### src/rtl/ck2_mon.sv
`default_nettype none
// ============================================================================
// Module   : ck2_mon
// Purpose  : CPU access/execution monitor with per-region X/R/W permissions,
//            lockable register map, saturating violation counter, first
//            violation capture and sticky trap request.
// Revision : 1.0 - initial release
// ============================================================================
module ck2_mon #(
    parameter int NUM_REGIONS  = 4,
    parameter int COUNT_WIDTH  = 16,
    parameter bit DEFAULT_DENY = 1'b0
) (
    input  logic        clk,
    input  logic        reset,
    input  logic        cpu_valid,
    input  logic        cpu_instr,
    input  logic        cpu_write,
    input  logic [31:0] cpu_addr,
    output logic        force_trap,
    input  logic        cs,
    input  logic        we,
    input  logic [7:0]  address,
    input  logic [31:0] write_data,
    output logic [31:0] read_data,
    output logic        ready
);

    localparam logic [31:0] c_NAME0     = 32'h636b3220;
    localparam logic [31:0] c_NAME1     = 32'h6d6f6e20;
    localparam logic [31:0] c_VERSION   = 32'h00000001;
    localparam logic [7:0]  c_ADDR_NAME0 = 8'h00;
    localparam logic [7:0]  c_ADDR_NAME1 = 8'h01;
    localparam logic [7:0]  c_ADDR_VER   = 8'h02;
    localparam logic [7:0]  c_ADDR_CTRL  = 8'h08;
    localparam logic [7:0]  c_ADDR_COUNT = 8'h09;
    localparam logic [7:0]  c_ADDR_VADDR = 8'h0a;
    localparam logic [7:0]  c_ADDR_VINFO = 8'h0b;
    localparam logic [3:0]  c_NO_REGION  = 4'hf;
    localparam logic [COUNT_WIDTH-1:0] c_COUNT_MAX = {COUNT_WIDTH{1'b1}};

    logic                   r_enable;
    logic                   r_trap_en;
    logic                   r_lock;
    logic                   r_force_trap;
    logic                   r_valid_d;
    logic                   r_captured;
    logic [COUNT_WIDTH-1:0] r_count;
    logic [31:0]            r_viol_addr;
    logic [2:0]             r_viol_kind;
    logic [3:0]             r_viol_region;
    logic [31:0]            r_first [NUM_REGIONS];
    logic [31:0]            r_last  [NUM_REGIONS];
    logic [3:0]             r_perm  [NUM_REGIONS];

    logic        w_bus_wr;
    logic        w_wr_ctrl;
    logic        w_wr_count;
    logic        w_reg_sel;
    logic [3:0]  w_reg_idx;
    logic [1:0]  w_reg_off;
    logic        w_matched;
    logic [3:0]  w_hit_region;
    logic [2:0]  w_hit_perm;
    logic [2:0]  w_kind;
    logic        w_new_txn;
    logic        w_viol;
    logic [31:0] w_rdata;

    assign w_bus_wr   = cs & we;
    assign w_wr_ctrl  = w_bus_wr & (address == c_ADDR_CTRL);
    assign w_wr_count = w_bus_wr & (address == c_ADDR_COUNT);
    assign w_reg_sel  = (address[7:6] == 2'b01);
    assign w_reg_idx  = address[5:2];
    assign w_reg_off  = address[1:0];

    // Kind bit positions line up with PERM {W,R,X}, so the check is a mask.
    assign w_kind    = cpu_instr ? 3'b001 : (cpu_write ? 3'b100 : 3'b010);
    assign w_new_txn = cpu_valid & ~r_valid_d;

    always_comb begin
        w_matched    = 1'b0;
        w_hit_region = c_NO_REGION;
        w_hit_perm   = 3'b000;
        // Descending scan so the lowest matching index wins.
        for (int i = NUM_REGIONS - 1; i >= 0; i--) begin
            if (r_perm[i][3] && (cpu_addr >= r_first[i]) && (cpu_addr <= r_last[i])) begin
                w_matched    = 1'b1;
                w_hit_region = 4'(i);
                w_hit_perm   = r_perm[i][2:0];
            end
        end
    end

    assign w_viol = r_enable & w_new_txn &
                    (w_matched ? ~|(w_hit_perm & w_kind) : DEFAULT_DENY);

    always_ff @(posedge clk or posedge reset) begin
        if (reset) begin
            r_enable      <= 1'b0;
            r_trap_en     <= 1'b0;
            r_lock        <= 1'b0;
            r_force_trap  <= 1'b0;
            r_valid_d     <= 1'b0;
            r_captured    <= 1'b0;
            r_count       <= '0;
            r_viol_addr   <= 32'h0;
            r_viol_kind   <= 3'b000;
            r_viol_region <= 4'h0;
            for (int i = 0; i < NUM_REGIONS; i++) begin
                r_first[i] <= 32'h0;
                r_last[i]  <= 32'h0;
                r_perm[i]  <= 4'h0;
            end
        end else begin
            r_valid_d <= cpu_valid;

            if (w_wr_ctrl) begin
                if (!r_lock) begin
                    r_enable  <= write_data[0];
                    r_trap_en <= write_data[1];
                end
                if (write_data[2]) begin
                    r_lock <= 1'b1;
                end
            end

            for (int i = 0; i < NUM_REGIONS; i++) begin
                if (w_bus_wr && !r_lock && w_reg_sel && (w_reg_idx == 4'(i))) begin
                    case (w_reg_off)
                        2'd0:    r_first[i] <= write_data;
                        2'd1:    r_last[i]  <= write_data;
                        2'd2:    r_perm[i]  <= write_data[3:0];
                        default: ;
                    endcase
                end
            end

            // A violation in the same cycle as a COUNT clear survives the clear.
            if (w_viol) begin
                if (w_wr_count) begin
                    r_count <= COUNT_WIDTH'(1);
                end else if (r_count != c_COUNT_MAX) begin
                    r_count <= r_count + COUNT_WIDTH'(1);
                end
                if (!r_captured || w_wr_count) begin
                    r_captured    <= 1'b1;
                    r_viol_addr   <= cpu_addr;
                    r_viol_kind   <= w_kind;
                    r_viol_region <= w_hit_region;
                end
                if (r_trap_en) begin
                    r_force_trap <= 1'b1;
                end
            end else if (w_wr_count) begin
                r_count       <= '0;
                r_captured    <= 1'b0;
                r_viol_addr   <= 32'h0;
                r_viol_kind   <= 3'b000;
                r_viol_region <= 4'h0;
            end
        end
    end

    always_comb begin
        w_rdata = 32'h0;
        case (address)
            c_ADDR_NAME0: w_rdata = c_NAME0;
            c_ADDR_NAME1: w_rdata = c_NAME1;
            c_ADDR_VER:   w_rdata = c_VERSION;
            c_ADDR_CTRL:  w_rdata = {28'h0, r_force_trap, r_lock, r_trap_en, r_enable};
            c_ADDR_COUNT: w_rdata = 32'(r_count);
            c_ADDR_VADDR: w_rdata = r_viol_addr;
            c_ADDR_VINFO: w_rdata = {24'h0, r_captured, r_viol_kind, r_viol_region};
            default: begin
                for (int i = 0; i < NUM_REGIONS; i++) begin
                    if (w_reg_sel && (w_reg_idx == 4'(i))) begin
                        case (w_reg_off)
                            2'd0:    w_rdata = r_first[i];
                            2'd1:    w_rdata = r_last[i];
                            2'd2:    w_rdata = {28'h0, r_perm[i]};
                            default: w_rdata = 32'h0;
                        endcase
                    end
                end
            end
        endcase
    end

    assign read_data  = cs ? w_rdata : 32'h0;
    assign ready      = cs;
    assign force_trap = r_force_trap;

endmodule
`default_nettype wire

### config.mk
export PLATFORM = sky130hd
export DESIGN_NAME = ck2_mon
export DESIGN_NICKNAME = d
export VERILOG_FILES = /design/src/rtl/ck2_mon.sv
export SDC_FILE = /design/constraint.sdc
export NUM_CORES = 1
export LEC_CHECK = 0
export CELL_PAD_IN_SITES_DETAIL_PLACEMENT = 2
export CELL_PAD_IN_SITES_GLOBAL_PLACEMENT = 2
export CORE_ASPECT_RATIO = 1.4
export CORE_MARGIN = 2
export CORE_UTILIZATION = 44
export CTS_BUF_LIST = sky130_fd_sc_hd__clkbuf_8
export CTS_CLUSTER_SIZE = 40
export DETAILED_ROUTE_END_ITERATION = 8
export GPL_TIMING_DRIVEN = 0
export PLACE_DENSITY = 0.88
export SYNTH_ARGS = -nofsm -noshare
export SYNTH_HDL_FRONTEND = slang
export SYNTH_SLANG_ARGS = --single-unit
### constraint.sdc
create_clock -name clk -period 27 [get_ports clk]
set_input_delay 2.7 -clock clk [delete_from_list [all_inputs] [get_ports clk]]
set_output_delay 2.7 -clock clk [all_outputs]
set_load 0.02 [all_outputs]
### After elaboration in Yosys (flattened, before gate mapping)

Index checks and enable logic that the tools add are counted.

| cells by class | value |
|---|---|
| add/sub/neg operators | 1 |
| $lt $le $gt $ge | 8 |
| eq/ne operators | 14 |
| muxes and demuxes | 41 |
| bitwise logic cells | 9 |
| reduce and logical (&&, ||, !) cells | 45 |

Operators with widths:

| operator | number |
|---|---|
| $pmux 32 s3 | 4 |
| $mux 32 | 8 |
| $pmux 32 s7 | 1 |
| $ge 32x32->1 | 4 |
| $le 32x32->1 | 4 |
| $mux 16 | 4 |
| $reduce_and 2->1 | 17 |
| $eq 8x4->1 const B | 4 |
| $mux 4 | 7 |
| $mux 3 | 9 |
| $logic_and 1x1->1 | 18 |
| $add 16x1->16 const B | 1 |
| $ne 16x16->1 const B | 1 |
| $eq 4x2->1 const B | 2 |
| $eq 8x1->1 const B | 1 |
| $eq 8x2->1 const B | 1 |
| $logic_not 8->1 | 1 |
| $mux 1 | 8 |
| $and 1x1->1 | 6 |
| $eq 2x1->1 const B | 2 |
| $eq 4x1->1 const B | 1 |
| $logic_not 4->1 | 1 |
| $reduce_bool 2->1 | 2 |
| $and 3x3->3 | 1 |
| other kinds (7) | 10 |

| word-level totals | value |
|---|---|
| register bits after elaboration | 333 |
| input bits | 79 |
| output and inout port bits | 34 |

### Longest topological paths before layout

| logic depth | value |
|---|---|
| word-level depth | 14 |
| gate-level depth with buffers | 15 |

### Worst setup path after synthesis

Ideal clock, no wire load.

| timing | value |
|---|---|
| path type | input to output |
| start | in address[0] |
| end | out read_data[24] |
| arrival time | 4,923 ps |
| required time | 24,300 ps |
| slack | 19,377 ps |
| stages | 8 |
| path buffers | 4 |
| path through | clkbuf_1 -> clkbuf_1 -> buf_1 -> clkbuf_1 -> mux2i_1 -> nor2_1 -> nor4_1 -> nor3b_1 |

| between the ends | value |
|---|---|
| cells in the longest elaborated chain, start to end | 8 |

RTL lines:

| what | line | RTL |
|---|---|---|
| start: declaration | 23 | `input logic [7:0] address,` |
| $eq 2x2->1 (tied with other cells) | 178 | `case (w_reg_off)` |
| $pmux 32 s3 | 178 |  |
| $mux 32 (4 in series) | 177 | `if (w_reg_sel && (w_reg_idx == 4'(i))) begin` |
| $pmux 32 s7 (*) | 167 | `case (address)` |
| $mux 32 (*) | 190 | `assign read_data = cs ? w_rdata : 32'h0;` |
| end: declaration | 25 | `output logic [31:0] read_data,` |

Every way passes the cells marked *; elsewhere a longest branch is shown, timed or not.

### Worst setup path after layout

| timing | value |
|---|---|
| start | in address[0] |
| end | out read_data[29] |

The elaborated chain is that of the path after synthesis.

==> metrics.cfg <==
[outcome]
status = finished, violations left
violations = capacitance limit, slew limit

[global_routing]
grt_pass1_wl_um = 157000
grt_usage_pct = 42.4
grt_pass1_vias = 23400
use_met1_pct = 44.0
overflow = 0
use_met3_pct = 9.55
antenna_found_initial = 5
grt.busiest_layer = met2
grt_max_degree = 119
grtUsageMet2_pct = 69.8

[logic_synthesis]
synth_edf_count = 0
synth-xor-area-share_pct = 0.281
yosys.area.top_type_share_pct = 38.1
syn-num-nets = 2576
avgSynthCellArea_um2 = 9.74
synth.area.mux_share_pct = 15.3
async_flop_share_pct = 100
synth_compound_area_share_pct = 14.8
ys_ff_latch = 332
synth_top_area_cell = dfrtp_1
synth_fa_ha_area_share_pct = 14.7
synth_top_family_by_area = multiplexers
synth_flop_cell = dfrtp_1
yosys_warnings = 0
ys_seq_area_share_pct = 38.1
synth_area_leaders = dfrtp_1, ha_1, mux2_2, mux2i_1, inv_1
synthesis.area_um2 = 21800
syn-instance-count = 2240
ys_types = 71
synthSimpleGateAreaFrac_pct = 10.6

[clocking]
cts.htree.levels = 2
ctsHoldBuffers = 0
numCtsBuffers = 56
cts_resized = 0
clkSlewWorstSetupHoldPaths_ns = 0.07
insertion_delay_ns = 0.70
cts_tree = yes
ctsLongestPathBuffers = 3
cts_setup_buffers = 0
clock-sinks = 332
cts-root-buf = clkbuf_8

[pwr]
p_leak_nw = 11.8
p_clk_share_pct = 41.4
p_int_uw = 832
p_per_area_nw_per_um2 = 48.2
p_sw_uw = 372
seq_power_share_pct = 43.6
vdd_ir_drop_max_uv = 34.0
power_frac_comb_pct = 15.0
switching_share_pct = 30.9

[worst_setup_path]
end_kind = output pin
max_stage_delay_ns = 1.14
r2r_cells = 14
path_max_fanout = 10
cp_data_arrival_time_ns = 7.83
critical-path-slowest-cell = buf_1
worstPathRequired_ns = 24.30
path_buf_inv = 5
reg2reg_to = r_viol_addr[6]
r2r_start = r_last[121]
crit_path_start_kind = primary input
reg2reg_setup_slack_ns = 20.97
cpMostUsedCell = clkbuf_1
critPathKind = primary input to output pin
cp_cell_sequence = clkbuf_1, clkbuf_1, buf_1, clkbuf_1, mux2i_1, nor2_1, nor4_1, nor3b_1, clkdlybuf4s50_1
cp_top_family = buffers and inverters
crit_start = address[0]

[floorplan]
die_x_um = 192
start_util_pct = 44.5
die_h_um = 267
row_count = 96
core_um2 = 49000
io_pins = 113
die_area_um2 = 51400

[timing]
clock.fmax_mhz = 95.0
rsz0062_at_grt = no
worst_pin_slew_ns = 1.53
setup_viol = 0
fin_crit_sh_pct = 39.0
hold_viol = 0
layout_setup_ws_ns = 16.47
period_needed_ns = 10.53
skew_ns = 0.0333
fin_setup_tns_ns = 0
finalMaxSlewViolations = 12
slew-limit-headroom_pct = -1.92

[min_path]
worstHoldStart = r_last[65]
hold_path_end = r_last[65]
hold-path-cell-count = 1
hold_path_class = flop to flop

[route]
viasPerCell = 6.63
vias = 20500
final_antenna_net_count = 0
drt_first_pass_iters = 5
drtIter0Drc = 1654
routedWlPerCell_um = 34.9
wirelength_um = 108000
drc = 0

[placed_design]
place_congestion = 0.955
placed_cells = 2988
portBuffers = 108
dp_hpwl_um = 75700
pre_cts_ws_ns = 16.96

[layout]
area_growth_pct = 14.5
nFillCells = 5152
fin_util_pct = 51.0
final_cells = 3093
drive_gt1_share_pct = 12.0
nets = 2746

[run]
max_cap_violations = 2

-- final cells by class --
class	instances	area (um2)	share of cell area, %
Buffer	96	394	1.58
Antenna cell	3	7.51	0.0301
Clock inverter	25	126	0.506
Inverter	259	980	3.92
Clock buffer	76	1050	4.19
Multi-Input combinational cell	1553	12200	48.7
Sequential cell	332	8310	33.3
Timing Repair Buffer	112	1150	4.61
Tap cell	637	797	3.19
-- registers in the layout, summed over array words and instances (netlist names) --
signal,flops
r_viol_kind,3
r_first,128
r_viol_addr,32
r_last,128
r_captured,1
force_trap,1
r_valid_d,1
r_trap_en,1
r_count,16
r_lock,1
r_perm,16
r_viol_region,3
r_enable,1
-- worst max-delay path by stage --
| stage | endpoint | slack [ns] | cells after the start |
|---|---|---|---|
| after global placement | r_count[3] | 10.50 | 2 |
| after global routing | read_data[30] | 16.61 | 9 |
| final | read_data[29] | 16.47 | 9 |
| after detailed placement | read_data[30] | 16.96 | 9 |
| after CTS | read_data[29] | 16.82 | 9 |
| after floorplan | force_trap | 15.10 | 1 |
-- power groups by stage --
stage,combinational (mW),clock [mW],sequential [mW]
after CTS,0.177,0.497,0.524
after global routing,0.192,0.517,0.525
after global placement,0.153,0,0.531
after floorplan,0.0893,0,0.528
after detailed placement,0.169,0,0.532
final,0.181,0.499,0.524
-- cells by family after synthesis --
family,Yosys count
mux,309
xor+xnor,7
buf+inv,355
fa+ha+maj,257
compound gates,501
simple gates,479
flops,332
-- synthesized netlist by cell type, types with 6 or more instances --
cell,count
mux2_2,180
dfrtp_1,332
a21oi_1,118
a22o_1,34
clkbuf_1,58
and3_1,15
a21o_1,26
and4_1,8
nand4_1,43
o211ai_1,11
nor3b_1,9
nor4_1,15
nand2_1,186
a211oi_1,13
nor2b_1,10
inv_1,258
and2_1,9
a31oi_1,7
a221o_1,7
nand3_1,32
a221oi_1,9
o221ai_1,10
o21a_1,9
nor3_1,35
o31a_1,16
or3_1,7
buf_1,29
mux2i_1,128
a22oi_1,11
ha_1,257
nor2_1,79
xor2_1,6
nand2b_1,14
o22ai_1,30
o21ai_0,156
-- metal layers --
layer,vias up,share of wire [%]
met5,-,0.026
met4,4,12
met3,569,7.0
met2,1140,47
met1,10400,34
li1,8388,-
-- worst register-to-register path, delay by kind of cell (launching register included) --
kind / cells / cell delay (ns)
compound gates: 6 / 2.47
simple gates: 5 / 2.13
buf+inv: 2 / 0.56
flops: 1 / 0.47
fa+ha+maj: 1 / 0.33
-- stage by stage --
stage	instance area (um2)	hold slack (ns)	power, mW
floorplan	21800	0.460	0.617
global placement	23700	0.483	0.684
detailed placement	23800	0.496	0.702
CTS	24900	0.510	1.20
global route	25000	0.515	1.23
finish	25000	0.509	1.20
-- cell usage in the layout, fill, tap and decap left out, types with 6 or more instances in the layout --
cell,n
o22ai_1,30
a221o_1,7
clkbuf_1,58
clkdlybuf4s50_1,108
xor2_1,6
nor3b_1,9
o221ai_1,10
nand3_1,32
a211oi_1,13
a221oi_1,9
a31oi_1,7
ha_1,257
buf_1,28
mux2_2,180
and4_1,8
o21a_1,9
nor2_1,79
o211ai_1,11
nand2b_1,14
inv_1,276
dfrtp_1,332
or3_1,7
nor4_1,14
a22o_1,34
and3_1,15
clkbuf_8,76
nor3_1,33
o21ai_0,156
nor2b_1,10
mux2i_1,128
a21o_1,26
o31a_1,16
a22oi_1,11
nand2_1,186
nand4_1,43
a21oi_1,118
and2_1,9
(Power assumes the default switching activity.)
